--- src/rtl/mips_pkg.sv ---
// Shared definitions for the MIPS front end: fetch FSM encoding and PC constants.
package mips_pkg;

  localparam logic [1:0] S_IDLE  = 2'd0;
  localparam logic [1:0] S_FETCH = 2'd1;
  localparam logic [1:0] S_HOLD  = 2'd2;

  localparam logic [5:0]  OPCODE_BEQ       = 6'b000100;
  localparam int unsigned PC_STEP          = 4;
  localparam logic [31:0] DEFAULT_RESET_PC = 32'h0000_0000;

endpackage

--- src/rtl/fetch_unit_if.sv ---
// Fetch-stage bus: instruction-memory request/ack plus the valid/ready link to decode.
interface fetch_unit_if #(
  parameter int unsigned ADDR_W = 32,
  parameter int unsigned DATA_W = 32
);
  logic              imem_req;
  logic [ADDR_W-1:0] imem_addr;
  logic              imem_ack;
  logic [DATA_W-1:0] imem_rdata;
  logic [DATA_W-1:0] instr;
  logic [ADDR_W-1:0] instr_pc;
  logic              instr_valid;
  logic              instr_ready;
  logic              redirect;
  logic [15:0]       branch_imm;

  modport master (
    output imem_req, imem_addr, instr, instr_pc, instr_valid,
    input  imem_ack, imem_rdata, instr_ready, redirect, branch_imm
  );

  modport slave (
    input  imem_req, imem_addr, instr, instr_pc, instr_valid,
    output imem_ack, imem_rdata, instr_ready, redirect, branch_imm
  );
endinterface

--- src/rtl/fetch_unit_pc_next_calc.sv ---
// Sequential/branch next-PC adder: basePc + 4, plus sext(imm) << 2 when redirect is set.
module pc_next_calc
  import mips_pkg::*;
#(
  parameter int unsigned ADDR_W = 32
) (
  input  logic [ADDR_W-1:0] basePc,
  input  logic              redirect,
  input  logic [15:0]       branchImm,
  output logic [ADDR_W-1:0] nextPc
);

  logic [ADDR_W-1:0] seqPc;
  logic [ADDR_W-1:0] offset;

  always_comb begin
    seqPc  = basePc + ADDR_W'(PC_STEP);
    // Sign-extend to full width first so the shift keeps negative offsets negative.
    offset = {{(ADDR_W-16){branchImm[15]}}, branchImm} << 2;
    nextPc = redirect ? (seqPc + offset) : seqPc;
  end

endmodule

--- src/rtl/fetch_unit.sv ---
// Instruction fetch stage: owns the PC, single outstanding imem request, holds one word for decode.
module fetch_unit
  import mips_pkg::*;
#(
  parameter int unsigned ADDR_W   = 32,
  parameter int unsigned DATA_W   = 32,
  parameter logic [ADDR_W-1:0] RESET_PC = ADDR_W'(DEFAULT_RESET_PC)
) (
  input  logic         clk,
  input  logic         rst_n,
  fetch_unit_if.master bus
);

  logic [1:0]        state;
  logic [ADDR_W-1:0] pc;
  logic [DATA_W-1:0] instrReg;
  logic [ADDR_W-1:0] instrPcReg;
  logic              instrValidReg;
  logic [ADDR_W-1:0] pcNext;

  pc_next_calc #(.ADDR_W(ADDR_W)) uPcNext (
    .basePc   (instrPcReg),
    .redirect (bus.redirect),
    .branchImm(bus.branch_imm),
    .nextPc   (pcNext)
  );

  always_ff @(posedge clk or negedge rst_n) begin
    if (!rst_n) begin
      state         <= S_IDLE;
      pc            <= RESET_PC;
      instrReg      <= '0;
      instrPcReg    <= '0;
      instrValidReg <= 1'b0;
    end else begin
      case (state)
        S_IDLE: state <= S_FETCH;
        S_FETCH: begin
          if (bus.imem_ack) begin
            instrReg      <= bus.imem_rdata;
            instrPcReg    <= pc;
            instrValidReg <= 1'b1;
            state         <= S_HOLD;
          end
        end
        S_HOLD: begin
          if (instrValidReg && bus.instr_ready) begin
            instrValidReg <= 1'b0;
            pc            <= pcNext;
            state         <= S_FETCH;
          end
        end
        default: state <= S_IDLE;
      endcase
    end
  end

  assign bus.imem_req    = (state == S_FETCH);
  assign bus.imem_addr   = pc;
  assign bus.instr       = instrReg;
  assign bus.instr_pc    = instrPcReg;
  assign bus.instr_valid = instrValidReg;

endmodule

--- src/flat_wrapper.sv ---
// flat-port wrapper written by rule: the top's interface ports become plain ports
module fetch_unit_flat import mips_pkg::*;
#(
  parameter int unsigned ADDR_W   = 32,
  parameter int unsigned DATA_W   = 32,
  parameter logic [ADDR_W-1:0] RESET_PC = ADDR_W'(DEFAULT_RESET_PC)
)
  (clk, rst_n, bus_imem_req, bus_imem_addr, bus_instr, bus_instr_pc, bus_instr_valid, bus_imem_ack, bus_imem_rdata, bus_instr_ready, bus_redirect, bus_branch_imm);
  fetch_unit_if #(.ADDR_W(ADDR_W), .DATA_W(DATA_W)) bus_i ();
  input  logic clk;
  input  logic rst_n;
  output wire logic [$bits(bus_i.imem_req)-1:0] bus_imem_req;
  output wire logic [$bits(bus_i.imem_addr)-1:0] bus_imem_addr;
  output wire logic [$bits(bus_i.instr)-1:0] bus_instr;
  output wire logic [$bits(bus_i.instr_pc)-1:0] bus_instr_pc;
  output wire logic [$bits(bus_i.instr_valid)-1:0] bus_instr_valid;
  input wire logic [$bits(bus_i.imem_ack)-1:0] bus_imem_ack;
  input wire logic [$bits(bus_i.imem_rdata)-1:0] bus_imem_rdata;
  input wire logic [$bits(bus_i.instr_ready)-1:0] bus_instr_ready;
  input wire logic [$bits(bus_i.redirect)-1:0] bus_redirect;
  input wire logic [$bits(bus_i.branch_imm)-1:0] bus_branch_imm;
  assign bus_imem_req = bus_i.imem_req;
  assign bus_imem_addr = bus_i.imem_addr;
  assign bus_instr = bus_i.instr;
  assign bus_instr_pc = bus_i.instr_pc;
  assign bus_instr_valid = bus_i.instr_valid;
  assign bus_i.imem_ack = bus_imem_ack;
  assign bus_i.imem_rdata = bus_imem_rdata;
  assign bus_i.instr_ready = bus_instr_ready;
  assign bus_i.redirect = bus_redirect;
  assign bus_i.branch_imm = bus_branch_imm;
  fetch_unit #(.ADDR_W(ADDR_W), .DATA_W(DATA_W), .RESET_PC(RESET_PC)) u_core (.clk(clk), .rst_n(rst_n), .bus(bus_i));
endmodule
--- config.mk ---
export PLATFORM = sky130hd
export DESIGN_NAME = fetch_unit_flat
export DESIGN_NICKNAME = d
export VERILOG_FILES = /design/src/rtl/mips_pkg.sv /design/src/rtl/fetch_unit_if.sv /design/src/rtl/fetch_unit_pc_next_calc.sv /design/src/rtl/fetch_unit.sv /design/src/flat_wrapper.sv
export SDC_FILE = /design/constraint.sdc
export NUM_CORES = 1
export LEC_CHECK = 0
export CAP_MARGIN = 20
export CORE_ASPECT_RATIO = 1.4
export CORE_MARGIN = 2
export CORE_UTILIZATION = 51
export CTS_CLUSTER_DIAMETER = 120
export DETAILED_ROUTE_END_ITERATION = 8
export PLACE_DENSITY = 0.8
export SLEW_MARGIN = 20
export SYNTH_ARGS = -nofsm -noshare
export SYNTH_HDL_FRONTEND = slang
export SYNTH_SLANG_ARGS = --single-unit
--- constraint.sdc ---
create_clock -name clk -period 3.9 [get_ports clk]
set_input_delay 0.39 -clock clk [delete_from_list [all_inputs] [get_ports clk]]
set_output_delay 0.39 -clock clk [all_outputs]
set_load 0.01 [all_outputs]
==> out/qor.yml <==
flow_run:
  max_cap_violations: 0
timing:
  setup_tns_ps: 0
  setup_violations: 0
  rsz0062_at_grt: "false"
  finalClockSkew_ps: 10.17
  fin_crit_ps: 3683
  finalHoldViolations: 0
  finalMaxSlewViolations: 0
  tightest_slew_ps: 879.6
  post-route-period-util: 0.9443
  slew-limit-headroom: 0.4096
  timing.fmax_mhz: 271.5
  hold_slack_ps: 133.1
yosys:
  synth_top_family_by_area: "compound AO/OA/AOI/OAI gates"
  synth_ff_type: "dfrtp_1"
  async_flop_share: 1.000
  synth_compound_area_frac: 0.1779
  synth_edf_count: 0
  synth_fa_ha_area_frac: 0.07698
  synth_area_um2: 6274
  yosysUniqueCellTypes: 73
  yosys_warnings: 0
  avgSynthCellArea_um2: 10.17
  synth_top_area_share: 0.3949
  yosys.area_share.simple: 0.1296
  syn-num-nets: 708
  ys_top_cells_by_area: "dfrtp_1, mux2_2, ha_1"
  synthMuxAreaShare: 0.1231
  ys_seq_area_frac: 0.3949
  synthXorXnorAreaFrac: 0.06921
  synth_cells: 617
  yosysTopAreaCell: "dfrtp_1"
  ys_ff_latch: 99
critical_path:
  reg2reg_slack_ps: 220
  slowest_stage: "dfrtp_1"
  worstSetupPathType: "reg2reg"
  cp.arrival_ps: 3930
  r2r_end: "u_core.bus.imem_addr[31]$_DFFE_PN0P_"
  crit_buf_inv: 0
  startpoint_type: "flop"
  reg2regPathDepth: 13
  cp_slowest_stage_delay_ps: 450
  r2r_start: "u_core.bus.instr_pc[13]$_DFFE_PN0P_"
  setup.worst_path.start: "u_core.bus.instr_pc[13]$_DFFE_PN0P_"
  path_common_cell: "o21ai_0"
  critical_path_required_ps: 4150
  path_delay_family: "simple AND/OR/NAND/NOR gates"
  worstPathMaxFanout: 8
  worstSetupEndpointType: "flop"
  crit_chain: "and4_4, and4_1, nand3_1, nor2_1, xor2_1, ha_1, o21ai_0, o21ai_0, a221o_1, o221a_2, a31o_2, xnor2_1, mux2_2"
clock_tree:
  cts_num_sinks: 99
  clk_path_buf_depth: 2
  numCtsBuffers: 9
  cts_setup_buffers: 0
  holdBufCountCts: 0
  root_buffer: "clkbuf_16"
  clk_latency_ps: 360
  clk_pin_slew_worst_paths_ps: 80
  cts_tree: "done"
  htreeDepth: 3
global_routing:
  grt-ovfl-total: 0
  grt_pass1_wl_um: 30060
  antenna_found_initial: 0
  grt_max_degree: 65
  track_usage: 0.2890
  first_global_vias: 5724
floorplan:
  dieArea_um2: 13220
  die_width_um: 97.74
  io_pins: 151
  start_util: 0.5255
  num_rows: 47
  die_h_um: 135.2
  fp.coreArea_um2: 11940
final_layout:
  mostFrequentLayoutCells: "clkdlybuf4s50_1, dfrtp_1, nand2_1, mux2_2"
  antenna_cells: 0
  fin_nets: 858
  drive_gt1_frac: 0.1619
  final_common_cell: "clkdlybuf4s50_1"
  synthToLayoutAreaGrowth_pct: 31.53
run_status:
  status: "completed"
power:
  vdd_drop_max_mv: 0.4588
  leakagePower_nw: 3.580
  power_density_nw_per_um2: 817.3
drt:
  drc_errors: 0
  drtAntennaViolNets: 0
  dr.pass1.iters: 5
  wire_per_inst_um: 20.50
  drtIter0Drc: 226
  avgViaCountPerCell: 6.055
  num_vias: 5565
  drt-total-wl_um: 18840
placed_design:
  port_buffers: 150
  hpwl_um: 14700
  gp_congestion: 0.9822
min_path:
  hold_class: "in2async"
## registers in the layout, summed over array words and instances, names as in the netlist
name                    count
u_core.state                2
u_core.bus.instr_pc        32
u_core.bus.imem_addr       32
u_core.bus.instr_valid      1
u_core.bus.instr           32
## power breakdown
part           internal [mW]  switching [mW]
logic                   1.99            1.90
clock network          0.455           0.446
registers               1.49           0.463
## synthesized netlist by cell type, types with 4 or more instances
master    number
and4_1         6
and3_1         7
nand4_1       10
a22oi_1        8
o21a_1         5
clkbuf_1      13
nand3_1       20
mux2_2        65
buf_6          4
nand2b_1       4
o21bai_1       4
dfrtp_1       99
xor2_1        18
nand2_1       65
a21oi_1       35
mux2i_1        4
o31ai_1        4
o21ai_0       37
inv_1         11
o21ai_2        4
ha_1          37
a211oi_1       4
nor3_1         8
nor2_1        28
a21o_1        15
xnor2_1       29
## worst max-delay path by stage
| stage | depth (start not counted) | slack, ps | endpoint |
|---|---|---|---|
| 3_5_place_dp | 13 | 190 | u_core.bus.imem_addr[31]$_DFFE_PN0P_ |
| 2_1_floorplan | 14 | 560 | u_core.bus.imem_addr[31]$_DFFE_PN0P_ |
| 6_report | 13 | 220 | u_core.bus.imem_addr[31]$_DFFE_PN0P_ |
| 3_3_place_gp | 13 | 260 | u_core.bus.imem_addr[31]$_DFFE_PN0P_ |
| 5_1_grt | 13 | 6 | u_core.bus.imem_addr[31]$_DFFE_PN0P_ |
| 4_1_cts | 13 | 160 | u_core.bus.imem_addr[31]$_DFFE_PN0P_ |
## final cells by class
class / count / area [um^2]
Clock buffer: 9 / 225.2
Fill cell: 898 / 3686
Sequential cell: 99 / 2479
Inverter: 12 / 45.04
Timing Repair Buffer: 163 / 1597
Tap cell: 147 / 183.9
Multi-Input combinational cell: 482 / 3642
Clock inverter: 7 / 80.08
## per-stage QoR
stage / power [mW] / utilization / cells / worst slack, ps / area, um^2
finish: 6.744 / 0.6912 / 919 / 217.1 / 8252
global route: 7.168 / 0.6912 / 919 / 6.435 / 8252
CTS: 6.748 / 0.6891 / 919 / 162.0 / 8227
detailed placement: 5.815 / 0.6636 / 903 / 188.4 / 7921
global placement: 5.724 / 0.6636 / 903 / 260.0 / 7921
floorplan: 4.156 / - / 617 / 561.6 / 6274
## layer usage
layer	track usage	vias up	wire, um
li1	-	2570	-
met1	0.3185	2739	7047
met2	0.5276	202	10010
met3	0.04747	54	888
met4	0.1597	0	897
met5	0	-	0
## cells by family after synthesis
family	count (synthesis)
AOI/OAI and AO/OA	161
muxes	69
buffers and inverters	36
xor gates and xnor gates	48
adders and majority gates	38
and+or+nand+nor	166
DFF	99
## repair_timing
action	4_1_cts	5_1_grt
resized for setup	0	6
setup endpoints to repair	0	5
hold endpoints to repair	0	0
Power figures use the tool's default switching activity.
